## src/rtl/mem_port_arbiter_pkg.sv

```systemverilog
// Shared definitions for the memory-port arbiter: widths, requester IDs,
// FSM state encoding and the round-robin pick.
package mem_port_arbiter_pkg;

  localparam int DATA_W = 32;
  localparam int CNT_W  = 8;

  localparam logic REQ_FETCH = 1'b0;
  localparam logic REQ_DATA  = 1'b1;

  typedef enum logic [2:0] {
    ST_IDLE   = 3'd0,
    ST_BUSY_0 = 3'd1,
    ST_BUSY_1 = 3'd2,
    ST_DONE_0 = 3'd3,
    ST_DONE_1 = 3'd4
  } state_e;

  // On a tie the requester that did not win last time gets the port.
  function automatic logic rr_pick(input logic req_0, input logic req_1, input logic last);
    if (req_0 && req_1) begin
      return ~last;
    end
    return req_1 ? REQ_DATA : REQ_FETCH;
  endfunction

endpackage

```

## src/rtl/mem_port_arbiter_if.sv

```systemverilog
// Requester and memory-side signals of the shared memory port.
// slave: the arbiter; master: requesters plus memory.
interface mem_port_arbiter_if;
  import mem_port_arbiter_pkg::*;

  logic              req_0;
  logic [DATA_W-1:0] addr_0;
  logic              req_1;
  logic [DATA_W-1:0] addr_1;
  logic              we_1;
  logic [DATA_W-1:0] wdata_1;
  logic              mem_ready;
  logic [DATA_W-1:0] mem_rdata;

  logic              grant_0;
  logic              grant_1;
  logic              done_0;
  logic              done_1;
  logic              err;
  logic [DATA_W-1:0] rdata;
  logic              addr_sel;
  logic [DATA_W-1:0] mem_addr;
  logic              mem_en;
  logic              mem_we;
  logic [DATA_W-1:0] mem_wdata;

  modport slave (
    input  req_0, addr_0, req_1, addr_1, we_1, wdata_1, mem_ready, mem_rdata,
    output grant_0, grant_1, done_0, done_1, err, rdata, addr_sel,
           mem_addr, mem_en, mem_we, mem_wdata
  );

  modport master (
    output req_0, addr_0, req_1, addr_1, we_1, wdata_1, mem_ready, mem_rdata,
    input  grant_0, grant_1, done_0, done_1, err, rdata, addr_sel,
           mem_addr, mem_en, mem_we, mem_wdata
  );

endinterface

```

## src/rtl/mem_port_arbiter_mux.sv

```systemverilog
// 32-bit 2:1 address multiplexer feeding the shared memory port.
module mux_32_bit
  import mem_port_arbiter_pkg::*;
(
  input  logic [DATA_W-1:0] in_0,
  input  logic [DATA_W-1:0] in_1,
  input  logic              select,
  output logic [DATA_W-1:0] out
);

  assign out = select ? in_1 : in_0;

endmodule

```

## src/rtl/mem_port_arbiter.sv

```systemverilog
// Round-robin arbiter and access sequencer for the single shared memory port:
// fetch (requester 0) and data (requester 1), bounded wait on mem_ready.
module mem_port_arbiter
  import mem_port_arbiter_pkg::*;
#(
  parameter int TIMEOUT = 15
) (
  input  logic             clk,
  input  logic             rst_n,
  mem_port_arbiter_if.slave bus
);

  state_e            state_q;
  logic              last_q;
  logic              addr_sel_q;
  logic [CNT_W-1:0]  cnt_q;
  logic [DATA_W-1:0] rdata_q;
  logic              grant_0_q;
  logic              grant_1_q;
  logic              done_0_q;
  logic              done_1_q;
  logic              err_q;
  logic              mem_en_q;
  logic              mem_we_q;

  logic              winner;
  logic [CNT_W-1:0]  cnt_inc;
  logic              timeout_hit;
  logic              in_busy_1;

  assign winner      = rr_pick(bus.req_0, bus.req_1, last_q);
  assign cnt_inc     = cnt_q + 1'b1;
  assign timeout_hit = (cnt_inc == CNT_W'(TIMEOUT));
  assign in_busy_1   = (state_q == ST_BUSY_1);

  // Outputs are registered alongside the state so every port-level signal
  // comes straight off a flop; err_q doubles as the timeout flag.
  always_ff @(posedge clk or negedge rst_n) begin
    if (!rst_n) begin
      state_q    <= ST_IDLE;
      last_q     <= 1'b1;
      addr_sel_q <= 1'b0;
      cnt_q      <= '0;
      rdata_q    <= '0;
      grant_0_q  <= 1'b0;
      grant_1_q  <= 1'b0;
      done_0_q   <= 1'b0;
      done_1_q   <= 1'b0;
      err_q      <= 1'b0;
      mem_en_q   <= 1'b0;
      mem_we_q   <= 1'b0;
    end else begin
      unique case (state_q)
        ST_IDLE: begin
          if (bus.req_0 || bus.req_1) begin
            state_q    <= winner ? ST_BUSY_1 : ST_BUSY_0;
            last_q     <= winner;
            addr_sel_q <= winner;
            cnt_q      <= '0;
            grant_0_q  <= ~winner;
            grant_1_q  <= winner;
            mem_en_q   <= 1'b1;
            mem_we_q   <= winner & bus.we_1;
          end
        end

        ST_BUSY_0, ST_BUSY_1: begin
          if (!bus.mem_ready) begin
            cnt_q <= cnt_inc;
          end
          if (bus.mem_ready || timeout_hit) begin
            state_q  <= in_busy_1 ? ST_DONE_1 : ST_DONE_0;
            done_0_q <= ~in_busy_1;
            done_1_q <= in_busy_1;
            err_q    <= ~bus.mem_ready;
            mem_en_q <= 1'b0;
            mem_we_q <= 1'b0;
          end
          // Writes leave the last read value in place.
          if (bus.mem_ready && !mem_we_q) begin
            rdata_q <= bus.mem_rdata;
          end
        end

        ST_DONE_0, ST_DONE_1: begin
          state_q   <= ST_IDLE;
          grant_0_q <= 1'b0;
          grant_1_q <= 1'b0;
          done_0_q  <= 1'b0;
          done_1_q  <= 1'b0;
          err_q     <= 1'b0;
        end

        default: begin
          state_q <= ST_IDLE;
        end
      endcase
    end
  end

  mux_32_bit u_addr_mux (
    .in_0   (bus.addr_0),
    .in_1   (bus.addr_1),
    .select (addr_sel_q),
    .out    (bus.mem_addr)
  );

  assign bus.grant_0   = grant_0_q;
  assign bus.grant_1   = grant_1_q;
  assign bus.done_0    = done_0_q;
  assign bus.done_1    = done_1_q;
  assign bus.err       = err_q;
  assign bus.rdata     = rdata_q;
  assign bus.addr_sel  = addr_sel_q;
  assign bus.mem_en    = mem_en_q;
  assign bus.mem_we    = mem_we_q;
  assign bus.mem_wdata = bus.wdata_1;

endmodule

```

## src/flat_wrapper.sv

```systemverilog
// flat-port wrapper written by rule: the top's interface ports become plain ports
module mem_port_arbiter_flat import mem_port_arbiter_pkg::*;
#(
  parameter int TIMEOUT = 15
)
  (clk, rst_n, bus_req_0, bus_addr_0, bus_req_1, bus_addr_1, bus_we_1, bus_wdata_1, bus_mem_ready, bus_mem_rdata, bus_grant_0, bus_grant_1, bus_done_0, bus_done_1, bus_err, bus_rdata, bus_addr_sel, bus_mem_addr, bus_mem_en, bus_mem_we, bus_mem_wdata);
  mem_port_arbiter_if bus_i ();
  input  logic clk;
  input  logic rst_n;
  input wire logic [$bits(bus_i.req_0)-1:0] bus_req_0;
  input wire logic [$bits(bus_i.addr_0)-1:0] bus_addr_0;
  input wire logic [$bits(bus_i.req_1)-1:0] bus_req_1;
  input wire logic [$bits(bus_i.addr_1)-1:0] bus_addr_1;
  input wire logic [$bits(bus_i.we_1)-1:0] bus_we_1;
  input wire logic [$bits(bus_i.wdata_1)-1:0] bus_wdata_1;
  input wire logic [$bits(bus_i.mem_ready)-1:0] bus_mem_ready;
  input wire logic [$bits(bus_i.mem_rdata)-1:0] bus_mem_rdata;
  output wire logic [$bits(bus_i.grant_0)-1:0] bus_grant_0;
  output wire logic [$bits(bus_i.grant_1)-1:0] bus_grant_1;
  output wire logic [$bits(bus_i.done_0)-1:0] bus_done_0;
  output wire logic [$bits(bus_i.done_1)-1:0] bus_done_1;
  output wire logic [$bits(bus_i.err)-1:0] bus_err;
  output wire logic [$bits(bus_i.rdata)-1:0] bus_rdata;
  output wire logic [$bits(bus_i.addr_sel)-1:0] bus_addr_sel;
  output wire logic [$bits(bus_i.mem_addr)-1:0] bus_mem_addr;
  output wire logic [$bits(bus_i.mem_en)-1:0] bus_mem_en;
  output wire logic [$bits(bus_i.mem_we)-1:0] bus_mem_we;
  output wire logic [$bits(bus_i.mem_wdata)-1:0] bus_mem_wdata;
  assign bus_i.req_0 = bus_req_0;
  assign bus_i.addr_0 = bus_addr_0;
  assign bus_i.req_1 = bus_req_1;
  assign bus_i.addr_1 = bus_addr_1;
  assign bus_i.we_1 = bus_we_1;
  assign bus_i.wdata_1 = bus_wdata_1;
  assign bus_i.mem_ready = bus_mem_ready;
  assign bus_i.mem_rdata = bus_mem_rdata;
  assign bus_grant_0 = bus_i.grant_0;
  assign bus_grant_1 = bus_i.grant_1;
  assign bus_done_0 = bus_i.done_0;
  assign bus_done_1 = bus_i.done_1;
  assign bus_err = bus_i.err;
  assign bus_rdata = bus_i.rdata;
  assign bus_addr_sel = bus_i.addr_sel;
  assign bus_mem_addr = bus_i.mem_addr;
  assign bus_mem_en = bus_i.mem_en;
  assign bus_mem_we = bus_i.mem_we;
  assign bus_mem_wdata = bus_i.mem_wdata;
  mem_port_arbiter #(.TIMEOUT(TIMEOUT)) u_core (.clk(clk), .rst_n(rst_n), .bus(bus_i));
endmodule
```

## config.mk

```make
export PLATFORM = sky130hd
export DESIGN_NAME = mem_port_arbiter_flat
export DESIGN_NICKNAME = d
export VERILOG_FILES = /design/src/rtl/mem_port_arbiter_pkg.sv /design/src/rtl/mem_port_arbiter_if.sv /design/src/rtl/mem_port_arbiter_mux.sv /design/src/rtl/mem_port_arbiter.sv /design/src/flat_wrapper.sv
export SDC_FILE = /design/constraint.sdc
export NUM_CORES = 1
export LEC_CHECK = 0
export ABC_AREA = 1
export BUFFER_PORTS_ARGS = -buffer_cell sky130_fd_sc_hd__buf_4
export CAP_MARGIN = 30
export CORE_MARGIN = 4
export CORE_UTILIZATION = 35
export CTS_BUF_LIST = sky130_fd_sc_hd__clkbuf_16
export DETAILED_ROUTE_END_ITERATION = 7
export GPL_TIMING_DRIVEN = 0
export PLACE_DENSITY = 0.79
export SLEW_MARGIN = 25
export SYNTH_ARGS = -nofsm -noshare
export SYNTH_HDL_FRONTEND = slang
export SYNTH_SLANG_ARGS = --single-unit
```

## constraint.sdc

```tcl
create_clock -name clk -period 1.5 [get_ports clk]
set_input_delay 0.3 -clock clk [delete_from_list [all_inputs] [get_ports clk]]
set_output_delay 0.3 -clock clk [all_outputs]
set_load 0.05 [all_outputs]
```

==> metrics.txt, run 1 <==
count leader, synth=dfrtp_1; via count=roughly 2900; Synth cell types=31; Hold Vio Cnt, Final=0; vias in the first global route=around 3000; Setup Viol. Count Final=67; crit path capture type=output port; DIE WIDTH=99.2 microns; critical path data arrival time=between 1 and 1.5 ns; period utilisation layout=116%; min-delay worst type=input pin to asynchronous set/reset pin; nets=647; max_cap viols=0; fraction of layout cells with a size suffix above 1=73.0%; EDFF count, synth=0; Iter 0 DRT Violations=83; # DRC=0; fmax=572 MHz; Sink Count=52; synth top area cells=dfrtp_1 44%, mux2_2 13%, mux2_1 12%, buf_4 8.3%, nand2_1 5.4%; Cell Rows=32; Cells after Synth=276; 1st-pass router iterations=4; Post-Layout Cell Count=614; Die Span Y=99.2 microns; Avg Inst Size Synth=10.5 sq um; power per cell area=2290 nW/um^2; # fillers=572; Total Wirelength=11.3 mm; die area=9830 sq um; worst setup path startpoint=u_core.bus.addr_sel; GRT Overall Usage=20.3%; RSZ-0062 raised after global routing=yes; # diodes=0; max FFs per register=32; Avg WL per Cell=18.4 microns; placed cell count=583; Switching Share=48.8%; Ports=around 240; antenna viol nets, final=0; switching pwr=6.15 mW; Synth top area share=43.9%; Area Growth Syn to Fin=89.8%; DP HPWL=8.44 mm; via-per-instance ratio=4.72; r2r setup slk=-0.17 ns; clock root buffer master=clkbuf_16; LEAKAGE=slightly below 3 nW; outcome=complete, but fails checks; top cell type by total area after synthesis=dfrtp_1; core area=approximately 7900 sq um; WP data required=1.20 ns; Tightest Pin Transition=0.656 ns; Initial Utilization=~37%; syn_nets=between 400 and 500; fin crit period=1.75 ns; clock power share=8.8%; critical path class=register to output port; synth cell count leaders=51 x dfrtp_1, 42 x nand2_1, 34 x mux2_2; Top FF cell, synth=dfrtp_1; crit path launch type=register; first-pass GRT wire length=15.8 mm; flops & latches, synth=52; Crit path largest cell delay=roughly 0.49 ns; synth warn=0; Slowest-stage cell, CP=dfrtp_2; reg2reg start=u_core.cnt_q[0]; Final Max Tran Viols=0; internal power=6.47 mW; Worst slew margin=56.3%; Setup Skew=0.00895 ns; TritonCTS clock tree=yes; gr ovfl total=0; initial antenna violation count=0; clock buffer depth=2; H-tree depth=2; failing checks=negative setup slack; Worst-Skew Late Latency=0.29 ns; critical-path maximum fanout=10; sequential fraction of the synthesis area=44.8%; Inserted Clock Buffers=5; Peak VDD IR=1.54 mV; combinational share of power=71.5%; CP Cell Sequence=buf_12, mux2_4, buf_8; setup ws final=-0.247 ns; Netlist Area Pre-Place=2910 sq um; clock slew at reported path FFs=about 0.070 ns; Reg power frac=approximately a fifth; Synth async-reset ratio=100%; largest net degree at the start of global routing=53; I/O Buffers=roughly 200; RePlAce Congestion=around 0.84; Final Power=12.6 mW
## per-stage QoR
step / hold WS (ns) / setup slack (ns) / cell area, sq um / setup TNS [ns] / util (%)
after floorplan: 0.00441 / -0.0577 / 3070 / -1.65 / -
after global placement: 0.373 / -0.128 / 4730 / -0.733 / 60.0
after detailed placement: 0.379 / -0.161 / 4730 / -2.73 / 60.0
after CTS: 0.0702 / -0.253 / 5130 / -8.01 / 65.0
after global routing: 0.104 / -0.290 / 5520 / -13.07 / 70.0
final: 0.0439 / -0.247 / 5520 / -9.04 / 70.0
## layout by cell type (no fill, tap or decap), drive strengths merged
master,n
buf,264
mux2,64
dfrtp,51
nand2,46
inv,24
nor2,14
nand3,14
o21ai,11
clkbuf,8
nand4,3
a21oi,2
nor3,2
ha,2
o21bai,1
o22ai,1
a211oi,1
a22o,1
nor3b,1
clkinv,1
dfstp,1
## layout make-up
type / instances / area, sq um / area share [%]
clock buffers: 5 / 125 / 2.27
repair buffers: 229 / 1920 / 34.8
clock inverters: 3 / 16.3 / 0.295
plain buffers: 38 / 345 / 6.26
multi-input cells: 163 / 1600 / 29.0
flip-flops and latches: 52 / 1310 / 23.7
inverters: 22 / 82.6 / 1.50
well taps: 102 / 128 / 2.31
## final timing paths
path	end	cells after the start
max	bus_mem_addr[21]	3
min	u_core.bus.rdata[22]	1
max reg2reg	u_core.bus.mem_we	10
min reg2reg	u_core.last_q	2
max in group asynchronous	u_core.bus.addr_sel	1
min in group clk	u_core.bus.rdata[27]	2
## layer usage
| layer | GRT usage, % | share of wire, % | vias up |
|---|---|---|---|
| li1 | - | - | 1357 |
| met2 | 37.4 | 54 | 145 |
| met4 | 4.31 | 1.2 | 0 |
| met3 | 7.29 | 9.9 | 10 |
| met1 | 22.2 | 35 | 1387 |
| met5 | 0 | 0 | - |
## kinds of logic after synthesis
logic type,count (synthesis),synth area share (%)
DFF,52,44.8
and+or+nand+nor,80,13.3
AOI/OAI and AO/OA,17,3.40
adders and majority gates,2,0.860
muxes,64,24.8
buffers and inverters,61,12.9
## power by group through the flow
| stage | Combinational [mW] | Clock (mW) | Sequential, mW |
|---|---|---|---|
| 2_1_floorplan | 3.47 | 0 | 4.25 |
| 3_3_place_gp | 7.34 | 0 | 2.39 |
| 3_5_place_dp | 7.43 | 0 | 2.43 |
| 4_1_cts | 7.87 | 1.13 | 2.45 |
| 5_1_grt | 9.43 | 1.19 | 2.57 |
| 6_report | 9.03 | 1.11 | 2.49 |
## timing repair
| action | CTS | global route |
|---|---|---|
| setup endpoints to repair | 72 | 76 |
| resized for setup | 47 | 66 |
| pin swaps | 6 | 10 |
| cloned | 0 | 3 |
| hold buffers | 0 | 0 |
| buffers inserted | 12 | 9 |
## critical path: cells and delay by family (launching register included)
| family | cells | cell delay (ns) |
|---|---|---|
| flops | 1 | 0.49 |
| buf+inv | 2 | 0.34 |
| mux | 1 | 0.33 |
Power figures use the tool's default switching activity.
==> run 2, diff against run 1 <==
--- a/config.mk
+++ b/config.mk
@@ -5,15 +5,15 @@
 export SDC_FILE = /design/constraint.sdc
 export NUM_CORES = 1
 export LEC_CHECK = 0
-export ABC_AREA = 1
+export ABC_AREA = 0
 export BUFFER_PORTS_ARGS = -buffer_cell sky130_fd_sc_hd__buf_4
 export CAP_MARGIN = 30
 export CORE_MARGIN = 4
-export CORE_UTILIZATION = 35
+export CORE_UTILIZATION = 36
 export CTS_BUF_LIST = sky130_fd_sc_hd__clkbuf_16
 export DETAILED_ROUTE_END_ITERATION = 7
 export GPL_TIMING_DRIVEN = 0
-export PLACE_DENSITY = 0.79
+export PLACE_DENSITY = 0.81
 export SLEW_MARGIN = 25
 export SYNTH_ARGS = -nofsm -noshare
 export SYNTH_HDL_FRONTEND = slang
==> run 2 against run 1 <==
Compared with the run above:
- the run still ends with negative setup slack left
- worst setup slack better by 0.022 ns
- die area fell by 1.2%
- sequential share of layout area decreased by 0.23 points
- synthesized area up 1.5%
- clock skew is 0.00097 ns higher
==> metrics.txt, run 2 <==
outcome=complete, but fails checks; failing checks=negative setup slack; initial antenna violation count=0 (unchanged); synth warn=0 (unchanged); max_cap viols=0 (unchanged); crit path launch type=register; GRT Overall Usage=22.1% (+1.8 points); Synth async-reset ratio=100% (unchanged); EDFF count, synth=0 (unchanged); Top FF cell, synth=dfrtp_1; Avg WL per Cell=20.1 microns (+9.3%); Sink Count=52 (unchanged); core area=7850 sq um (-0.51%); nets=626 (-3.2%); LEAKAGE=2.87 nW (-2.9%); Die Span Y=98.5 microns (-0.63%); Worst-Skew Late Latency=0.29 ns (about the same); critical path class=register to output port; CTS Hold Bufs=0 (unchanged); setup ws final=-0.226 ns (+0.0217 ns); # DRC=0 (unchanged); Area Growth Syn to Fin=89.2%; fmax=580 MHz (+1.3%); critical-path maximum fanout=10 (unchanged); placed cell count=571 (-2.1%); RePlAce Congestion=0.885 (+5.4%); Post-Layout Cell Count=592 (-3.6%); max FFs per register=32 (unchanged); Worst slew margin=56.2% (about the same); syn_nets=400 (-2.9%); Synth top area share=43.3% (-0.63 points); Setup Slack @ Placement=-0.216 ns (-0.0549 ns); fraction of layout cells with a size suffix above 1=75.7% (+2.7 points); via count=2941 (+1.4%); # diodes=0 (unchanged); Iter 0 DRT Violations=186 (+120%); first-pass GRT wire length=17.2 mm (+9.0%); DIE WIDTH=98.5 microns (-0.63%); synth cell count leaders=62 x mux2_2, 51 x dfrtp_1, 33 x buf_4; 1st-pass router iterations=4 (unchanged); die area=9710 sq um (-1.2%); antenna viol nets, final=0 (unchanged); min-delay worst type=input pin to asynchronous set/reset pin; RSZ-0062 raised after global routing=yes; synth top area cells=dfrtp_1 43%, mux2_2 24%, buf_4 8.4%, o21ai_0 3.1%, a21oi_1 2.0%; r2r setup slk=-0.15 ns (+0.02 ns); sequential fraction of the synthesis area=44.1% (-0.65 points); largest net degree at the start of global routing=53 (unchanged); Peak VDD IR=1.67 mV (+8.0%); Inserted Clock Buffers=5 (unchanged); clock root buffer master=clkbuf_16; Hold Vio Cnt, Final=0 (unchanged); DP HPWL=8.76 mm (+3.8%); count leader, synth=mux2_2; clock slew at reported path FFs=0.07 ns (about the same); WP data required=1.20 ns (about the same); most common cell after layout, fill and taps aside=buf_4; via-per-instance ratio=4.97 (+5.2%); gr ovfl total=0 (unchanged); fin crit period=1.73 ns (-0.0217 ns); Cells after Synth=264 (-4.3%); Initial Utilization=37.6% (+0.73 points); period utilisation layout=115% (-1.4 points); Setup Viol. Count Final=71 (+6.0%); vias in the first global route=3062 (+2.1%); Tightest Pin Transition=0.656 ns (+0.000583 ns); flops & latches, synth=52 (unchanged); Synth cell types=41 (+32%); critical path data arrival time=1.43 ns (-0.02 ns); Ports=238 (unchanged); Avg Inst Size Synth=11.2 sq um (+6.1%); Setup Skew=0.00992 ns (+0.000968 ns); most frequent cells in the layout=213 x buf_4, 61 x mux2_4, 47 x dfrtp_1, 34 x buf_6, 12 x o21ai_1; Total Wirelength=11.9 mm (+5.4%); power per cell area=2380 nW/um^2 (+3.8%); H-tree depth=2 (unchanged); Cell Rows=32 (unchanged); Final Max Tran Viols=0 (unchanged); clock buffer depth=2 (unchanged); I/O Buffers=205 (unchanged); TritonCTS clock tree=yes; Netlist Area Pre-Place=2950 sq um (+1.5%); top cell type by total area after synthesis=dfrtp_1; crit path capture type=output port
## run 2: cell types whose count changed after synthesis, moves of 4 or more
| cell | before | now |
|---|---|---|
| nand2_1 | 42 | 11 |
| a21oi_1 | 2 | 12 |
| clkbuf_1 | 1 | 6 |
| o21ai_0 | 7 | 18 |
| inv_1 | 18 | 5 |
| nor3_1 | 0 | 5 |
| inv_2 | 4 | 0 |
| mux2_1 | 30 | 0 |
| nand3_1 | 13 | 3 |
| mux2_2 | 34 | 62 |
| nand2b_1 | 0 | 5 |
## run 2: power breakdown
group,switching [mW],leakage (nW),total (mW),internal [mW]
sequential,0.514,0.630,2.57,2.06
combinational,5.35,2.17,9.59,4.25
clock,0.492,0.0709,1.09,0.601
## run 2: worst max-delay path: stages, from the launching register on
cell       delay (ns)
dfrtp_2          0.46
clkbuf_16        0.20
mux2_4           0.32
buf_12           0.15
## run 2: metal layers
layer  vias up  track usage (%)  wire length, microns
met2       147             39.4                  6150
met1      1430             27.4                  4680
met5         -                0                     0
met3        15             5.31                   890
li1       1349                -                     -
met4         0             4.10                   181
## run 2: logic make-up after synthesis
family / Yosys count / synth area share, %
mux: 64 / 24.7
flops: 52 / 44.1
buf+inv: 50 / 11.5
compound gates: 48 / 10.5
simple gates: 47 / 8.06
fa+ha+maj: 2 / 0.848
xor+xnor: 1 / 0.297
## run 2: timing repair
item,4_1_cts,5_1_grt
gates resized for setup,56,71
gates cloned,3,1
endpoints found under the setup margin,75,81
hold endpoints to repair,0,0
pin swaps,6,18
buffers inserted,9,5
## run 2: area by class of cell
type                    count  area (sq um)
clock inverters             2          8.76
plain buffers              43           394
clock buffers               5           125
fillers                   559          2270
inverters                   5          18.8
flip-flops and latches     52          1310
repair buffers            220          1870
well taps                 102           128
multi-input cells         163          1730
## run 2: path summary, 6_finish.rpt
| path | endpoint | start | cells after the start |
|---|---|---|---|
| min in group clk | u_core.last_q | bus_req_0 | 2 |
| max reg2reg | u_core.bus.mem_en | u_core.cnt_q[1] | 6 |
| min | u_core.bus.rdata[31] | rst_n | 1 |
| max | bus_mem_addr[22] | u_core.bus.addr_sel | 3 |
| min reg2reg | u_core.cnt_q[7] | u_core.cnt_q[7] | 1 |
| max in group asynchronous | u_core.state_q[0] | rst_n | 1 |
## run 2: stage by stage
stage	util, %	hold slack (ns)	instance area (sq um)	power, mW	TNS (ns)
CTS	68.3	0.0739	5360	12.5	-10.52
floorplan	-	0.00441	3160	8.15	-2.18
global placement	61.4	0.372	4820	10.2	-3.32
detailed placement	61.4	0.375	4820	10.4	-3.91
finish	71.1	0.0537	5580	13.3	-10.16
global route	71.1	0.101	5580	13.8	-12.96
==> run 3, diff against run 2 <==
--- a/config.mk
+++ b/config.mk
@@ -9,11 +9,11 @@
 export BUFFER_PORTS_ARGS = -buffer_cell sky130_fd_sc_hd__buf_4
 export CAP_MARGIN = 30
 export CORE_MARGIN = 4
-export CORE_UTILIZATION = 36
+export CORE_UTILIZATION = 40
 export CTS_BUF_LIST = sky130_fd_sc_hd__clkbuf_16
 export DETAILED_ROUTE_END_ITERATION = 7
 export GPL_TIMING_DRIVEN = 0
-export PLACE_DENSITY = 0.81
+export PLACE_DENSITY = 0.85
 export SLEW_MARGIN = 25
 export SYNTH_ARGS = -nofsm -noshare
 export SYNTH_HDL_FRONTEND = slang
==> constraint.sdc (replaced) <==
create_clock -name clk -period 1.8 [get_ports clk]
set_input_delay 0.36 -clock clk [delete_from_list [all_inputs] [get_ports clk]]
set_output_delay 0.36 -clock clk [all_outputs]
set_load 0.05 [all_outputs]
==> run 3 against run 2 <==
Compared with the run above:
- sequential share of layout area rose by 2.9 points
- clock skew shrank 0.0055 ns
- the run now ends clean
- worst setup slack better by 0.23 ns
- critical path depth did not move
- non-clock buffer count shrank 10
- first-iteration DRC count decreased by 46%
- clock-buffer cell count stayed put
- core utilization fell by 2.4 points
- routed wire length decreased by 16%
- critical endpoint is now bus_mem_addr[25]
- largest cell class unchanged
- design area down 11%
==> metrics.txt, run 3 (synthesis gave the netlist of run 2 again) <==
LEAKAGE=2.45 nW (-15%); Hold Vio Cnt, Final=0 (unchanged); TritonCTS clock tree=yes; Area Growth Syn to Fin=68.1%; gr ovfl total=0 (unchanged); placed cell count=568 (-0.53%); Worst-Skew Late Latency=0.28 ns (about the same); fin crit period=approximately 1.8 ns; Post-Layout Cell Count=579 (-2.2%); crit path launch type=register; period utilisation layout=99.9%; initial antenna violation count=0 (unchanged); Avg WL per Cell=17.2 microns (-14%); crit path capture type=output port; most common cell after layout, fill and taps aside=buf_4; r2r setup slk=0.09 ns (+0.24 ns); core area=7210 sq um (-8.1%); hold slack final=0.0988 ns (+0.0451 ns); die area=8810 sq um (-9.2%); CTS Hold Bufs=0 (unchanged); fraction of layout cells with a size suffix above 1=70.0% (-5.7 points); setup ws final=0.00200 ns (+0.228 ns); Setup Slack @ Placement=-0.101 ns (+0.115 ns); post-route setup TNS=0 ns (+10.16 ns); Initial Utilization=40.9% (+3.3 points); reg2reg end=u_core.bus.rdata[23]; most frequent cells in the layout=212 x buf_4, 61 x mux2_2, 49 x dfrtp_1, 33 x buf_6, 18 x o21ai_0; DIE WIDTH=93.9 microns (-4.7%); via-per-instance ratio=4.86 (-2.2%); max_cap viols=0 (unchanged); RePlAce Congestion=0.807 (-8.7%); outcome=finished, final reports clean; clock root buffer master=clkbuf_16; Setup Skew=0.00444 ns (-0.00548 ns); GRT Overall Usage=20.4% (-1.7 points); critical path class=register to output port; via count=2813 (-4.4%); RSZ-0062 raised after global routing=yes; reg2reg start=u_core.state_q[1]; min-delay worst type=input pin to asynchronous set/reset pin; Tightest Pin Transition=0.682 ns (+0.0254 ns); power per cell area=1900 nW/um^2 (-20%); nets=615 (-1.8%); # DRC=0 (unchanged); Cell Rows=31 (-3.1%); Inserted Clock Buffers=5 (unchanged); H-tree depth=2 (unchanged); Final Power=9.43 mW (-29%); CP Cell Sequence=buf_8, mux2_2, buf_6; Total Wirelength=9.98 mm (-16%); WP data required=1.44 ns (+0.24 ns); 1st-pass router iterations=4 (unchanged); # fillers=531 (-5.0%); Sink Count=52 (unchanged); vias in the first global route=2923 (-4.5%); I/O Buffers=205 (unchanged); fmax=556 MHz; Iter 0 DRT Violations=101 (-46%); Final Max Tran Viols=0 (unchanged); Slowest-stage cell, CP=dfrtp_2; clock buffer depth=2 (unchanged); Die Span Y=93.9 microns (-4.7%); largest net degree at the start of global routing=53 (unchanged); max FFs per register=32 (unchanged); cells on worst reg2reg path=6 (unchanged); Worst slew margin=54.1% (-2.1 points); critical path data arrival time=1.44 ns (about the same); antenna viol nets, final=0 (unchanged); Setup Viol. Count Final=0 (-100%); Crit path largest cell delay=0.45 ns (about the same); Peak VDD IR=1.35 mV (-19%); Ports=238 (unchanged); clock slew at reported path FFs=0.07 ns (about the same); # diodes=0 (unchanged); critical-path maximum fanout=10 (unchanged); DP HPWL=7.86 mm (-10%); first-pass GRT wire length=14.3 mm (-17%)
[run 3: cell type report]
| cell class | count | area, sq um | area share, % |
|---|---|---|---|
| clock inverter | 3 | 20.0 | 0.404 |
| buffer | 44 | 349 | 7.04 |
| sequential | 52 | 1310 | 26.3 |
| timing repair buffer | 209 | 1680 | 33.9 |
| tap | 99 | 124 | 2.50 |
| multi-input combinational | 162 | 1340 | 26.9 |
| inverter | 5 | 18.8 | 0.379 |
| clock buffer | 5 | 125 | 2.52 |
[run 3: worst max path at each step]
stage	startpoint	to	slack, ns	cells after the start
2_1_floorplan	u_core.bus.addr_sel	bus_mem_addr[10]	-0.03	3
3_3_place_gp	u_core.bus.addr_sel	bus_mem_addr[25]	-0.09	4
3_5_place_dp	u_core.bus.addr_sel	bus_mem_addr[25]	-0.10	4
4_1_cts	u_core.bus.addr_sel	bus_mem_addr[25]	-0.01	3
5_1_grt	u_core.bus.addr_sel	bus_mem_addr[25]	-0.03	3
6_report	u_core.bus.addr_sel	bus_mem_addr[25]	0.002	3
[run 3: per-stage QoR]
step / util, % / instance area, sq um
6_report: 68.7 / 4960
3_5_place_dp: 64.0 / 4620
3_3_place_gp: 64.0 / 4620
4_1_cts: 67.0 / 4830
5_1_grt: 68.7 / 4960
2_1_floorplan: - / 2960
[run 3: worst max-delay path: cells and delay by family (launching register included)]
kind                   cells  cell delay (ns)
flip-flops                 1             0.45
multiplexers               1             0.38
buffers and inverters      2             0.32
[run 3: what timing repair did]
action	4_1_cts	5_1_grt
setup buffers	3	1
pin swaps	1	1
endpoints found under the setup margin	36	33
gates resized for setup	13	32
[run 3: power breakdown]
group	switching, mW	internal (mW)
Clock	0.398	0.512
Sequential	0.364	1.71
Combinational	3.96	2.48
[run 3: layer usage]
metal / vias to the layer above / share of wire (%) / GRT usage (%)
met5: - / 0 / 0
met4: 0 / 0.63 / 4.09
met3: 7 / 9.3 / 6.41
met2: 142 / 53 / 35.9
met1: 1335 / 37 / 24.5
li1: 1329 / - / -
